--- src/rtl/sky130_fd_io__hvclamp_pkg.sv ---
`default_nettype none
// ============================================================================
// Module      : sky130_fd_io__hvclamp_pkg
// Description : Shared state codes and output-decode constants for the HV
//               ESD clamp sequencer (drn_hvc / ogc_hvc / src_bdy_hvc domain).
// Revision    : 1.0 - initial release
// ============================================================================
package sky130_fd_io__hvclamp_pkg;

    localparam int c_state_w = 3;

    // State encoding; codes 6 and 7 are unused and recover to OFF.
    localparam logic [c_state_w-1:0] c_st_off      = 3'd0;
    localparam logic [c_state_w-1:0] c_st_debounce = 3'd1;
    localparam logic [c_state_w-1:0] c_st_settle   = 3'd2;
    localparam logic [c_state_w-1:0] c_st_active   = 3'd3;
    localparam logic [c_state_w-1:0] c_st_test     = 3'd4;
    localparam logic [c_state_w-1:0] c_st_fault    = 3'd5;

    // Output bundle driven by the sequencer.
    typedef struct packed {
        logic clamp_force;
        logic trig_en;
        logic ready;
        logic test_ack;
        logic fault;
    } hvc_out_t;

    // Per-state output values. In TEST the clamp_force bit is replaced by
    // the live test_force input, so the constant carries 0 there.
    localparam hvc_out_t c_out_off = '{
        clamp_force: 1'b1, trig_en: 1'b0, ready: 1'b0, test_ack: 1'b0, fault: 1'b0};
    localparam hvc_out_t c_out_debounce = '{
        clamp_force: 1'b1, trig_en: 1'b0, ready: 1'b0, test_ack: 1'b0, fault: 1'b0};
    localparam hvc_out_t c_out_settle = '{
        clamp_force: 1'b1, trig_en: 1'b1, ready: 1'b0, test_ack: 1'b0, fault: 1'b0};
    localparam hvc_out_t c_out_active = '{
        clamp_force: 1'b0, trig_en: 1'b1, ready: 1'b1, test_ack: 1'b0, fault: 1'b0};
    localparam hvc_out_t c_out_test = '{
        clamp_force: 1'b0, trig_en: 1'b0, ready: 1'b0, test_ack: 1'b1, fault: 1'b0};
    localparam hvc_out_t c_out_fault = '{
        clamp_force: 1'b1, trig_en: 1'b0, ready: 1'b0, test_ack: 1'b0, fault: 1'b1};

    // Output values for a given state; test_force only matters in TEST.
    function automatic hvc_out_t f_decode(input logic [c_state_w-1:0] st,
                                          input logic                 test_force);
        hvc_out_t v;
        case (st)
            c_st_off:      v = c_out_off;
            c_st_debounce: v = c_out_debounce;
            c_st_settle:   v = c_out_settle;
            c_st_active:   v = c_out_active;
            c_st_test: begin
                v             = c_out_test;
                v.clamp_force = test_force;
            end
            c_st_fault:    v = c_out_fault;
            default:       v = c_out_off;
        endcase
        return v;
    endfunction

endpackage
`default_nettype wire

--- src/rtl/sky130_fd_io__hvclamp_cnt.sv ---
`default_nettype none
// ============================================================================
// Module      : sky130_fd_io__hvclamp_cnt
// Description : Loadable down-counter that saturates at zero, used to time
//               the supply debounce and clamp settle windows.
// Revision    : 1.0 - initial release
// ============================================================================
module sky130_fd_io__hvclamp_cnt #(
    parameter int CNT_W = 8
) (
    input  logic             clk,
    input  logic             rst,
    input  logic             load,
    input  logic [CNT_W-1:0] load_val,
    input  logic             dec,
    output logic             zero
);

    logic [CNT_W-1:0] r_count;

    // Load has priority over decrement; decrement stops at zero (no wrap).
    always_ff @(posedge clk) begin
        if (rst) begin
            r_count <= '0;
        end else if (load) begin
            r_count <= load_val;
        end else if (dec && (r_count != '0)) begin
            r_count <= r_count - CNT_W'(1);
        end
    end

    assign zero = (r_count == '0);

endmodule
`default_nettype wire

--- src/rtl/sky130_fd_io__hvclamp_ctrl.sv ---
`default_nettype none
// ============================================================================
// Module      : sky130_fd_io__hvclamp_ctrl
// Description : Power-up sequencer for the standalone HV ESD clamp. Holds the
//               clamp fully on while supplies ramp, hands over to the RC
//               trigger once supplies have settled, and offers a req/ack
//               override for ATE leakage and trigger checks.
// Revision    : 1.0 - initial release
// ============================================================================
module sky130_fd_io__hvclamp_ctrl
    import sky130_fd_io__hvclamp_pkg::*;
#(
    parameter int DEBOUNCE_CYC = 16,
    parameter int SETTLE_CYC   = 64,
    parameter int CNT_W        = 8
) (
    input  logic       clk,
    input  logic       rst,
    input  logic       vdd_good,
    input  logic       vddio_good,
    input  logic       test_req,
    input  logic       test_force,
    input  logic       fault_clr,
    output logic       clamp_force,
    output logic       trig_en,
    output logic       ready,
    output logic       test_ack,
    output logic       fault,
    output logic [2:0] state
);

    // Both window lengths must fit the shared counter and be non-zero.
    generate
        if ((DEBOUNCE_CYC < 1) || (DEBOUNCE_CYC > (2 ** CNT_W) - 1)) begin : g_bad_debounce
            $error("sky130_fd_io__hvclamp_ctrl: DEBOUNCE_CYC out of range");
        end
        if ((SETTLE_CYC < 1) || (SETTLE_CYC > (2 ** CNT_W) - 1)) begin : g_bad_settle
            $error("sky130_fd_io__hvclamp_ctrl: SETTLE_CYC out of range");
        end
    endgenerate

    // Counter reload values: the window ends on the edge where the counter
    // reads zero, so loading N-1 gives exactly N cycles in the state.
    localparam logic [CNT_W-1:0] c_deb_load    = CNT_W'(DEBOUNCE_CYC - 1);
    localparam logic [CNT_W-1:0] c_settle_load = CNT_W'(SETTLE_CYC - 1);

    logic [c_state_w-1:0] r_state;
    hvc_out_t             r_out;

    logic [c_state_w-1:0] w_state_nxt;
    logic                 w_sup_ok;
    logic                 w_cnt_load;
    logic [CNT_W-1:0]     w_cnt_load_val;
    logic                 w_cnt_dec;
    logic                 w_cnt_zero;

    assign w_sup_ok = vdd_good & vddio_good;

    sky130_fd_io__hvclamp_cnt #(
        .CNT_W (CNT_W)
    ) u_cnt (
        .clk      (clk),
        .rst      (rst),
        .load     (w_cnt_load),
        .load_val (w_cnt_load_val),
        .dec      (w_cnt_dec),
        .zero     (w_cnt_zero)
    );

    // Next-state and counter control; supply loss always wins over test_req.
    always_comb begin
        w_state_nxt    = r_state;
        w_cnt_load     = 1'b0;
        w_cnt_load_val = '0;
        w_cnt_dec      = 1'b0;
        case (r_state)
            c_st_off: begin
                if (w_sup_ok) begin
                    w_state_nxt    = c_st_debounce;
                    w_cnt_load     = 1'b1;
                    w_cnt_load_val = c_deb_load;
                end
            end
            c_st_debounce: begin
                if (!w_sup_ok) begin
                    w_state_nxt = c_st_off;
                end else if (w_cnt_zero) begin
                    w_state_nxt    = c_st_settle;
                    w_cnt_load     = 1'b1;
                    w_cnt_load_val = c_settle_load;
                end else begin
                    w_cnt_dec = 1'b1;
                end
            end
            c_st_settle: begin
                if (!w_sup_ok) begin
                    w_state_nxt = c_st_off;
                end else if (w_cnt_zero) begin
                    w_state_nxt = c_st_active;
                end else begin
                    w_cnt_dec = 1'b1;
                end
            end
            c_st_active: begin
                if (!w_sup_ok) begin
                    w_state_nxt = c_st_fault;
                end else if (test_req) begin
                    w_state_nxt = c_st_test;
                end
            end
            c_st_test: begin
                if (!w_sup_ok) begin
                    w_state_nxt = c_st_fault;
                end else if (!test_req) begin
                    w_state_nxt = c_st_active;
                end
            end
            c_st_fault: begin
                // FAULT is sticky until software clears it.
                if (fault_clr) begin
                    if (w_sup_ok) begin
                        w_state_nxt    = c_st_debounce;
                        w_cnt_load     = 1'b1;
                        w_cnt_load_val = c_deb_load;
                    end else begin
                        w_state_nxt = c_st_off;
                    end
                end
            end
            default: begin
                w_state_nxt = c_st_off;
            end
        endcase
    end

    // State register with outputs decoded from the next state so every
    // output is a flop and changes on the same edge as the state.
    always_ff @(posedge clk) begin
        if (rst) begin
            r_state <= c_st_off;
            r_out   <= c_out_off;
        end else begin
            r_state <= w_state_nxt;
            r_out   <= f_decode(w_state_nxt, test_force);
        end
    end

    assign state       = r_state;
    assign clamp_force = r_out.clamp_force;
    assign trig_en     = r_out.trig_en;
    assign ready       = r_out.ready;
    assign test_ack    = r_out.test_ack;
    assign fault       = r_out.fault;

endmodule
`default_nettype wire

--- config.mk ---
export PLATFORM = sky130hd
export DESIGN_NAME = sky130_fd_io__hvclamp_ctrl
export DESIGN_NICKNAME = d
export VERILOG_FILES = /design/src/rtl/sky130_fd_io__hvclamp_pkg.sv /design/src/rtl/sky130_fd_io__hvclamp_cnt.sv /design/src/rtl/sky130_fd_io__hvclamp_ctrl.sv
export SDC_FILE = /design/constraint.sdc
export NUM_CORES = 1
export LEC_CHECK = 0
export BUFFER_PORTS_ARGS = -buffer_cell sky130_fd_sc_hd__buf_2
export CORE_MARGIN = 4
export CORE_UTILIZATION = 25
export CTS_BUF_LIST = sky130_fd_sc_hd__clkbuf_4
export CTS_CLUSTER_DIAMETER = 150
export CTS_CLUSTER_SIZE = 40
export DETAILED_ROUTE_END_ITERATION = 10
export PLACE_DENSITY = 0.46
export SLEW_MARGIN = 0
export SYNTH_ARGS = -nofsm -noshare
export SYNTH_HDL_FRONTEND = slang
export SYNTH_HIERARCHICAL = 1
export SYNTH_SLANG_ARGS = --single-unit
--- constraint.sdc ---
create_clock -name clk -period 3.56 [get_ports clk]
set_clock_uncertainty 0.1 [all_clocks]
set_input_delay 0.178 -clock clk [delete_from_list [all_inputs] [get_ports clk]]
set_output_delay 0.178 -clock clk [all_outputs]
set_load 0.05 [all_outputs]
### Word-level counts from Yosys, hierarchy flattened

Cells that the tools add are included.

* multiply operators: 0
* magnitude comparators: 0
* add/subtract/negate cells: 1
* div/mod/pow operators: 0
* shift-type cells: 0
* equality and inequality tests: 9
* reduce and logical (&&, ||, !) cells: 6
* multiplexer cells: 28
* bitwise logic cells: 1

Operators with widths (count)
* $mux W3: 10
* $mux W8: 3
* $pmux W8 S3: 1
* $pmux W5 S4: 1
* $pmux W3 S6: 1
* $eq A3 B2 Y1 const B: 4
* $eq A3 B3 Y1 const B: 4
* $mux W6: 2
* $logic_not A8 Y1: 1
* $mux W1: 8
* $reduce_bool A8 Y1: 1
* $sub A8 B1 Y8 const B: 1
* $mux W4: 1
* $eq A3 B1 Y1 const B: 1
* $logic_not A3 Y1: 1
* $pmux W1 S3: 1
* $reduce_bool A2 Y1: 1
* $reduce_or A2 Y1: 1
* $and A1 B1 Y1: 1
* $logic_and A1 B1 Y1: 1

* memories kept: 0
* output and inout bits: 8
* bits of input ports: 7
* memory bits (writable): 0
* flip-flop bits (word level): 16
* memory bits (read-only): 0
* bits in latches: 0
* logic and storage cells: 52

### Longest topological paths before layout

Gate-level depths: netlist of run 1.

* depth in word-level cells: 7
* depth in mapped cells: 11
* gate-level depth less buffers: 10

### Cells and area by module

Netlist of run 1, hierarchy kept.

By module, submodules not included
* sky130_fd_io__hvclamp_cnt: instances 1, area each 515.5 um^2, cells each 59, sequential area each 160.2 um^2
* sky130_fd_io__hvclamp_ctrl: instances 1, area each 459.2 um^2, cells each 48, sequential area each 160.2 um^2

### Worst setup path after synthesis of run 1

OpenSTA, ideal clock, no wires.

* path kind: register to register
* from: reg u_cnt.r_count[2]
* to: reg u_cnt.r_count[1]
* required time: 3.326 ns
* path buffers: 1
* arrival: 2.640 ns
* clock period less this slack: 2.874 ns
* setup slack: 0.686 ns
* cell stages (with the launch flop): 10
* cell sequence: dfxtp_1 > or4_4 > nor4_1 > nand2_1 > nor4_1 > or2_1 > clkbuf_1 > clkinv_1 > nand4b_1 > o211ai_1

RTL lines
* start, declared: line sky130_fd_io__hvclamp_cnt.sv:19 `logic [CNT_W-1:0] r_count;`
* start signal, assigned: line sky130_fd_io__hvclamp_cnt.sv:26 `r_count <= load_val;`
* start signal, assigned: line sky130_fd_io__hvclamp_cnt.sv:28 `r_count <= r_count - CNT_W'(1);`
* $logic_not A8 Y1 *: line sky130_fd_io__hvclamp_cnt.sv:32 `assign zero = (r_count == '0);`
* named net w_cnt_zero: line sky130_fd_io__hvclamp_ctrl.sv:55 `logic w_cnt_zero;`
* $mux W1 *: line sky130_fd_io__hvclamp_ctrl.sv:87 `end else if (w_cnt_zero) begin`
* $mux W1 *: line sky130_fd_io__hvclamp_ctrl.sv:85 `if (!w_sup_ok) begin`
* $pmux W1 S3 *: line sky130_fd_io__hvclamp_ctrl.sv:76 `case (r_state)`
* named net w_cnt_load: line sky130_fd_io__hvclamp_ctrl.sv:52 `logic w_cnt_load;`
* $mux W8 or $reduce_bool A2 Y1 (tied branches)

The timed path passes the listed nets; every way through them passes the cells marked *.
A chain may end at the register's enable or synchronous reset.

### Final worst setup path of run 1

Same ends and word-level chain as after synthesis.

==> results of run 1 <==
placed cells by master, fill, tap and decap left out, types with 2 or more instances in the layout:
master    count
dfxtp_1      16
buf_2        14
nor2_1        8
a21oi_1       6
nand2_1       5
inv_1         5
xnor2_1       4
nor4_1        3
or2_1         3
a211oi_2      3
nor2b_1       3
clkbuf_4      3
buf_4         3
o21ai_0       3
nor3b_1       3
nand3_1       2
nand3b_1      2
or3b_2        2
a211oi_1      2
mux2i_1       2
clkinv_1      2
or4_2         2
or4_1         2
conb_1        2
a311oi_1      2
or3_2         2
ha_1          2
cell type report:
class	instances	area [um^2]	area share
Multi-Input combinational cell	81	611	0.539
Sequential cell	16	320	0.283
Timing Repair Buffer	17	92.6	0.0818
Tap cell	48	60.1	0.0530
Clock buffer	3	22.5	0.0199
Inverter	6	22.5	0.0199
Clock inverter	1	3.75	0.00331
sequential cells by signal, summed over array words and instances (netlist names):
| register | cells |
|---|---|
| u_cnt/r_count | 8 |
| fault | 1 |
| ready | 1 |
| state | 3 |
| clamp_force | 1 |
| trig_en | 1 |
| test_ack | 1 |
worst max-delay path, cell delays in order (launching register included):
cell	delay, ns
dfxtp_1	0.36
or4_4	0.59
nor4_1	0.54
nand2_1	0.11
nor4_1	0.18
buf_4	0.16
or2_1	0.12
clkinv_1	0.24
nand4b_1	0.18
o211ai_1	0.10
metrics by stage:
stage | worst slack, ns | hold WS, ns | cells | utilization | cell area, um^2
finish | 0.762 | 0.0541 | 172 | 0.305 | 1130
global route | 0.498 | 0.114 | 172 | 0.305 | 1130
CTS | 0.725 | 0.0479 | 172 | 0.305 | 1130
detailed placement | 0.767 | 0.357 | 168 | 0.298 | 1110
global placement | 0.802 | 0.361 | 168 | 0.298 | 1110
floorplan | 0.686 | 0.150 | 108 | - | 978
worst paths after layout:
check                                       from          endpoint  slack, ns  depth (start not counted)
worst max-delay path            u_cnt/r_count[2]  u_cnt/r_count[1]       0.76                          9
worst min-delay path                  test_force       clamp_force       0.05                          3
worst max register to register  u_cnt/r_count[2]  u_cnt/r_count[1]       0.76                          9
worst min register to register  u_cnt/r_count[5]  u_cnt/r_count[5]       0.43                          2
metal layers:
layer | share of wire | GRT usage | vias to the layer above
met5 | 0 | 0 | -
met4 | 0.013 | 0.0447 | 0
met3 | 0.023 | 0.0144 | 2
met1 | 0.49 | 0.118 | 405
met2 | 0.47 | 0.147 | 11
li1 | - | - | 435
==> results.yml, run 1 <==
routing:
  drc: 0
  vias: 853
  ant_nets: 0
  vias_per_cell: 4.96
  drt-initial-drc-count: 81
  wl_um: 2110
  first_pass_iters: 4
  post_drt_wl_per_cell_um: 12.3
setup_path:
  critPathCaptureType: "flop"
  required_ns: 3.63
  cp-start-kind: "flop"
  worstPathArrival_ns: 2.87
  crit_type: "reg2reg"
  cp_max_fo: 9
placed_design:
  dp_hpwl_um: 1530
  gp_congestion: 0.734
  portBuffers: 14
cells_and_area:
  area_delta_synth_final_pct: 16.2
  nFillCells: 409
  num_antenna_cells: 0
  fin_nets: 134
  drive_gt1_frac: 0.274
clocking:
  clk_latency_ns: 0.28
  cts_made_buffers: 3
  cts_tree: "built"
  clock_sinks: 16
  clockRootBuffer: "clkbuf_4"
  clockBufferDepth: 2
  h-tree-depth: 1
  clkTransAtPathRegs_ns: 0.10
  postCtsSetupBuffers: 0
  post_cts_resized: 0
  postCtsHoldBufs: 0
timing:
  fmax_mhz: 357
  setup_viol: 0
  worst_pin_slew_ns: 0.675
  drv_slew: 0
  rsz0062_at_grt: "false"
  final_hold_viol_count: 0
  setup_tns_ns: 0
  min_period_ns: 2.80
  fin_crit_sh: 0.786
  relSlewSlack: 0.546
outcome:
  outcome: "finished, final reports clean"
floorplan:
  ios: 15
  core_area_um2: 3720
  die_y_um: 70.4
  dieArea_um2: 4960
  initial_core_util: 0.262
  row_count: 22
  die_w_um: 70.4
global_route:
  grt-ovfl-total: 0
  grt_pass1_wl_um: 3680
  grt_max_degree: 16
  grt_pass1_vias: 800
  grt_usage: 0.0914
  antenna_found_initial: 0
logic_synthesis:
  avgSynthCellArea_um2: 9.11
  yosys_warnings: 6
  netlist_area_um2: 975
  syn_inst: 107
flow_run:
  max_cap_viol_count: 0
worst_hold_path:
  hold_class: "in2reg"
==> run 2, diff against run 1 <==
- ABC_AREA: unset -> 1
- PLACE_DENSITY: 0.46 -> 0.47
- clock period: 3.56 -> 2.3 ns (I/O delays scaled with it)
==> run 2 against run 1 <==
Net effect: via count is 27% higher; utilization is 0.91 points higher; fmax is 37% higher; sequential share of layout area is 3.3 points lower; clock-buffer cell count stayed put; register-to-register slack worse by 0.51 ns; first-iteration DRC count is 23% lower; cell count is 49% higher; flip-flop and latch count stayed put.
==> results.yml, run 2 <==
clocking:
  clock_sinks: 16
  clockRootBuffer: "clkbuf_4"
  h-tree-depth: 1
  clockBufferDepth: 2
  cts_tree: "built"
  postCtsHoldBufs: 0
  post_cts_resized: 0
  postCtsSetupBuffers: 0
  clkTransAtPathRegs_ns: 0.10
  clk_latency_ns: 0.29
  cts_made_buffers: 3
global_route:
  grt_pass1_vias: 1031
  antenna_found_initial: 0
  grt_usage: 0.110
  grt_pass1_wl_um: 4630
  grt_max_degree: 11
  grt-ovfl-total: 0
routing:
  wl_um: 2560
  drt-initial-drc-count: 62
  vias_per_cell: 4.22
  first_pass_iters: 4
  ant_nets: 0
  vias: 1085
  drc: 0
  post_drt_wl_per_cell_um: 9.98
timing:
  rsz0062_at_grt: "false"
  fmax_mhz: 489
  drv_slew: 0
  min_period_ns: 2.05
  fin_crit_sh: 0.890
  setup_viol: 0
  final_hold_viol_count: 0
  setup_tns_ns: 0
setup_path:
  crit_cells: 12
  reg2reg_depth: 12
  cp_slowest_stage_delay_ns: 0.36
  crit_family: "simple AND/OR/NAND/NOR gates"
  cp_max_fo: 10
  crit_type: "reg2reg"
  crit_top_cell: "nor2_1"
  path_buf_inv: 3
  cp-start-kind: "flop"
  worst_path_max_delay_cell: "dfxtp_1"
  path_cells: "nor2_1, nand2_2, nor2_1, inv_1, nor2_1, inv_1, o21ai_1, inv_2, nand3_1, nor2_1, nor2_1, nor2_1"
  critPathCaptureType: "flop"
  worstPathArrival_ns: 2.13
  required_ns: 2.38
floorplan:
  die_w_um: 73.8
  ios: 15
  initial_core_util: 0.265
  die_y_um: 73.8
  dieArea_um2: 5450
  core_area_um2: 4090
  row_count: 23
outcome:
  outcome: "finished, final reports clean"
placed_design:
  gp_congestion: 0.790
  dp_hpwl_um: 2110
  portBuffers: 14
logic_synthesis:
  netlist_area_um2: 1080
  syn_inst: 184
  avgSynthCellArea_um2: 5.89
  yosys_warnings: 6
cells_and_area:
  drive_gt1_frac: 0.198
  largest_reg_flops: 8
  fin_nets: 217
  regMostFlops: "u_cnt/r_count"
  area_delta_synth_final_pct: 18.4
  nFillCells: 468
  layout_common_cells: "48 x nand2_1, 32 x nor2_1, 24 x nand3_1, 23 x inv_1, 16 x dfxtp_1"
  layout_commonest_cell: "nand2_1"
  num_antenna_cells: 0
worst_hold_path:
  min_path_cells: 5
  hold_class: "in2reg"
flow_run:
  max_cap_viol_count: 0
run 2: through the flow:
stage / instances / hold slack [ns] / setup WS, ns / cell area [um^2] / util
floorplan: 185 / 0.0841 / 0.153 / 1090 / -
global placement: 253 / 0.316 / 0.170 / 1260 / 0.307
detailed placement: 253 / 0.315 / 0.146 / 1260 / 0.307
CTS: 257 / 0.00270 / 0.129 / 1280 / 0.314
global route: 257 / 0.0602 / 0.0291 / 1280 / 0.314
finish: 257 / 0.0126 / 0.254 / 1280 / 0.314
run 2: layout make-up:
cell class                      count  area [um^2]  area share
Multi-Input combinational cell    138          648       0.505
Tap cell                           50         62.6      0.0488
Timing Repair Buffer               20          115      0.0898
Sequential cell                    16          320       0.250
Clock inverter                      1         3.75     0.00293
Inverter                           29          110      0.0859
Clock buffer                        3         22.5      0.0176
run 2: path summary, 6_finish.rpt:
| path | startpoint | end | slack, ns |
|---|---|---|---|
| worst max-delay path | u_cnt/r_count[4] | u_cnt/r_count[7] | 0.25 |
| worst min-delay path | test_force | clamp_force | 0.01 |
| worst max register to register | u_cnt/r_count[4] | u_cnt/r_count[7] | 0.25 |
| worst min register to register | u_cnt/r_count[0] | u_cnt/r_count[0] | 0.40 |
run 2: worst reg2reg max path, stage by stage, from the launching register on:
cell and delay [ns]:
dfxtp_1 0.36, nor2_1 0.21, nand2_2 0.09, nor2_1 0.18
inv_1 0.08, nor2_1 0.14, inv_1 0.09, o21ai_1 0.19
inv_2 0.14, nand3_1 0.17, nor2_1 0.06, nor2_1 0.10
nor2_1 0.04
run 2: layer usage:
| layer | routed length [um] | share of wire | global-route usage |
|---|---|---|---|
| met4 | 10 | 0.0039 | 0.0241 |
| met1 | 1340 | 0.52 | 0.152 |
| met2 | 1090 | 0.42 | 0.170 |
| met5 | 0 | 0 | 0 |
| met3 | 127 | 0.050 | 0.0287 |
==> run 3, diff against run 2 <==
- SYNTH_HIERARCHICAL: 1 -> unset
==> run 3 against run 2 <==
Net effect: via count fell by 15%; worst hold slack better by 0.12 ns; fmax rose by 24%; sequential share of layout area increased by 1.3 points; cell count is 12% lower; non-clock buffer count fell by 4; final area down 4.9%; first-iteration DRC count fell by 50%; area after synthesis shrank 3.9%; clock-buffer cell count unchanged; global-route usage is 1.7 points lower; synthesized cell count shrank 16%.
==> results.yml, run 3 <==
clocking:
  clockBufferDepth: 2
  h-tree-depth: 1
  cts_made_buffers: 3
  clkTransAtPathRegs_ns: 0.11
  post_cts_resized: 0
  cts_tree: "built"
  clockRootBuffer: "clkbuf_4"
  clock_sinks: 16
  clk_latency_ns: 0.29
  postCtsSetupBuffers: 0
floorplan:
  initial_core_util: 0.260
  ios: 15
  row_count: 23
  die_w_um: 72.5
  dieArea_um2: 5260
  core_area_um2: 4000
  die_y_um: 72.5
cells_and_area:
  layout_commonest_cell: "nand2_1"
  post-route-util: 0.305
  finalInstanceArea_um2: 1220
  fin_nets: 184
  drive_gt1_frac: 0.303
  area_delta_synth_final_pct: 17.2
  largest_reg_flops: 8
  num_antenna_cells: 0
  layout_common_cells: "34 x nand2_1, 20 x inv_1, 16 x nor2_1, 16 x dfxtp_1, 15 x nand3_1"
  regMostFlops: "u_cnt.r_count"
routing:
  vias_per_cell: 4.08
  post_drt_wl_per_cell_um: 9.75
  drt-initial-drc-count: 31
  first_pass_iters: 4
  vias: 918
  ant_nets: 0
  drc: 0
  wl_um: 2190
logic_synthesis:
  synth_edf_count: 0
  synthTopCellsByCount: "34 x nand2_1, 20 x inv_1, 16 x dfxtp_1, 16 x nor2_1, 15 x nand3_1"
  yosysMostFrequentCell: "nand2_1"
  synthFlopType: "dfxtp_1"
  yosys_warnings: 0
  syn_inst: 155
  syn_nets: 163
  synth_top_area_cell: "dfxtp_1"
  synthTopCellsByArea: "dfxtp_1 31%, nand2_1 12%, inv_1 7.2%, nand3_1 7.2%, nor2_2 6.6%"
  post-synth-top-area-fraction: 0.308
  yosys_register_bits: 16
  yosysSeqAreaShare: 0.308
  netlist_area_um2: 1040
  avgSynthCellArea_um2: 6.72
  synth_cell_types: 23
  synthArstFlopShare: 0
power:
  switchingPower_mw: 0.356
  powerDensity_nw_per_um2: 695
  seqPwrFrac: 0.386
  peakVddDrop_v: 0.000243
  pwr-share-comb: 0.426
  clkPwrFrac: 0.189
  leakage_nw: 0.654
  p_total_mw: 0.848
  intPower_mw: 0.492
  swShare: 0.420
timing:
  final_hold_viol_count: 0
  min_period_ns: 1.65
  setup_tns_ns: 0
  fin_crit_sh: 0.719
  drv_slew: 0
  relSlewSlack: 0.800
  fmax_mhz: 605
  worst_pin_slew_ns: 0.300
  rsz0062_at_grt: "false"
  setup_viol: 0
  setup_ws_ns: 0.647
setup_path:
  reg2reg_depth: 9
  worstPathArrival_ns: 1.75
  r2r_slack_ns: 0.65
  critPathCaptureType: "flop"
  crit_end: "clamp_force"
  reg2reg_to: "clamp_force"
  cp_max_fo: 4
  cp-start-kind: "flop"
  rr_startpoint: "u_cnt.r_count[0]"
  crit_start: "u_cnt.r_count[0]"
  required_ns: 2.39
  crit_type: "reg2reg"
global_route:
  grt-ovfl-total: 0
  grt_max_degree: 10
  grt_pass1_wl_um: 3880
  antenna_found_initial: 0
  grt_usage: 0.0932
  grt_pass1_vias: 901
outcome:
  outcome: "finished, final reports clean"
placed_design:
  pre_cts_slack_ns: 0.648
  dpl_cell_area_um2: 1170
  gp_congestion: 0.751
  dp_hpwl_um: 1810
  portBuffers: 14
worst_hold_path:
  hold_class: "in2reg"
flow_run:
  max_cap_viol_count: 0
==> run 3: worst min path at each step <==
| stage | start | to | slack [ns] | depth (start not counted) |
|---|---|---|---|---|
| CTS | fault_clr | state[2] | 0.11 | 4 |
| floorplan | rst | u_cnt.r_count[6] | 0.08 | 1 |
| global placement | test_force | clamp_force | 0.23 | 3 |
| global route | fault_clr | state[2] | 0.14 | 4 |
| detailed placement | test_force | clamp_force | 0.23 | 3 |
| finish | fault_clr | state[2] | 0.13 | 4 |
==> run 3: cell type report <==
class	instances	area, um^2
clock buffers	3	22.5
clock inverters	1	3.75
fillers	441	2780
inverters	31	116
multi-input cells	108	604
flip-flops and latches	16	320
well taps	50	62.6
repair buffers	16	90.1
==> run 3: routing by layer <==
metal	GRT usage	vias up	routed length, um
li1	-	515	-
met1	0.108	387	1010
met2	0.167	14	1080
met3	0.0332	2	94
met4	0.0123	0	10
met5	0	-	0
==> run 3: logic make-up (layout without fill, tap and decap cells) <==
| logic type | Yosys count | in the layout | synth area share |
|---|---|---|---|
| simple gates | 90 | 90 | 0.458 |
| buf+inv | 31 | 51 | 0.112 |
| fa+ha+maj | 1 | 1 | 0.0120 |
| flops | 16 | 16 | 0.308 |
| xor+xnor | 4 | 4 | 0.0337 |
| compound gates | 13 | 13 | 0.0769 |
==> run 3: repair_timing <==
| action | in CTS | in global routing |
|---|---|---|
| endpoints found under the hold margin | 5 | 0 |
| setup endpoints to repair | 0 | 0 |
| hold buffers | 2 | 0 |
==> run 3: critical path: stages, from the launching register on <==
cell,delay [ns]
dfxtp_1,0.32
inv_1,0.08
ha_1,0.26
nand3_2,0.14
nor2_4,0.17
nand2_1,0.07
nand2_1,0.12
nand3_1,0.12
nor2_1,0.13
nor2_2,0.04
==> run 3: power by group through the flow <==
stage / Combinational (mW) / Sequential [mW] / Clock (mW)
6_report: 0.361 / 0.327 / 0.160
4_1_cts: 0.366 / 0.327 / 0.170
2_1_floorplan: 0.282 / 0.349 / 0
3_5_place_dp: 0.361 / 0.333 / 0
5_1_grt: 0.407 / 0.332 / 0.181
3_3_place_gp: 0.364 / 0.335 / 0
==> run 3: per-stage QoR <==
stage          cells  hold slack, ns
6_report         225           0.128
5_1_grt          225           0.144
4_1_cts          225           0.109
3_5_place_dp     219           0.229
3_3_place_gp     219           0.235
2_1_floorplan    155          0.0841
Power figures use the tool's default switching activity.
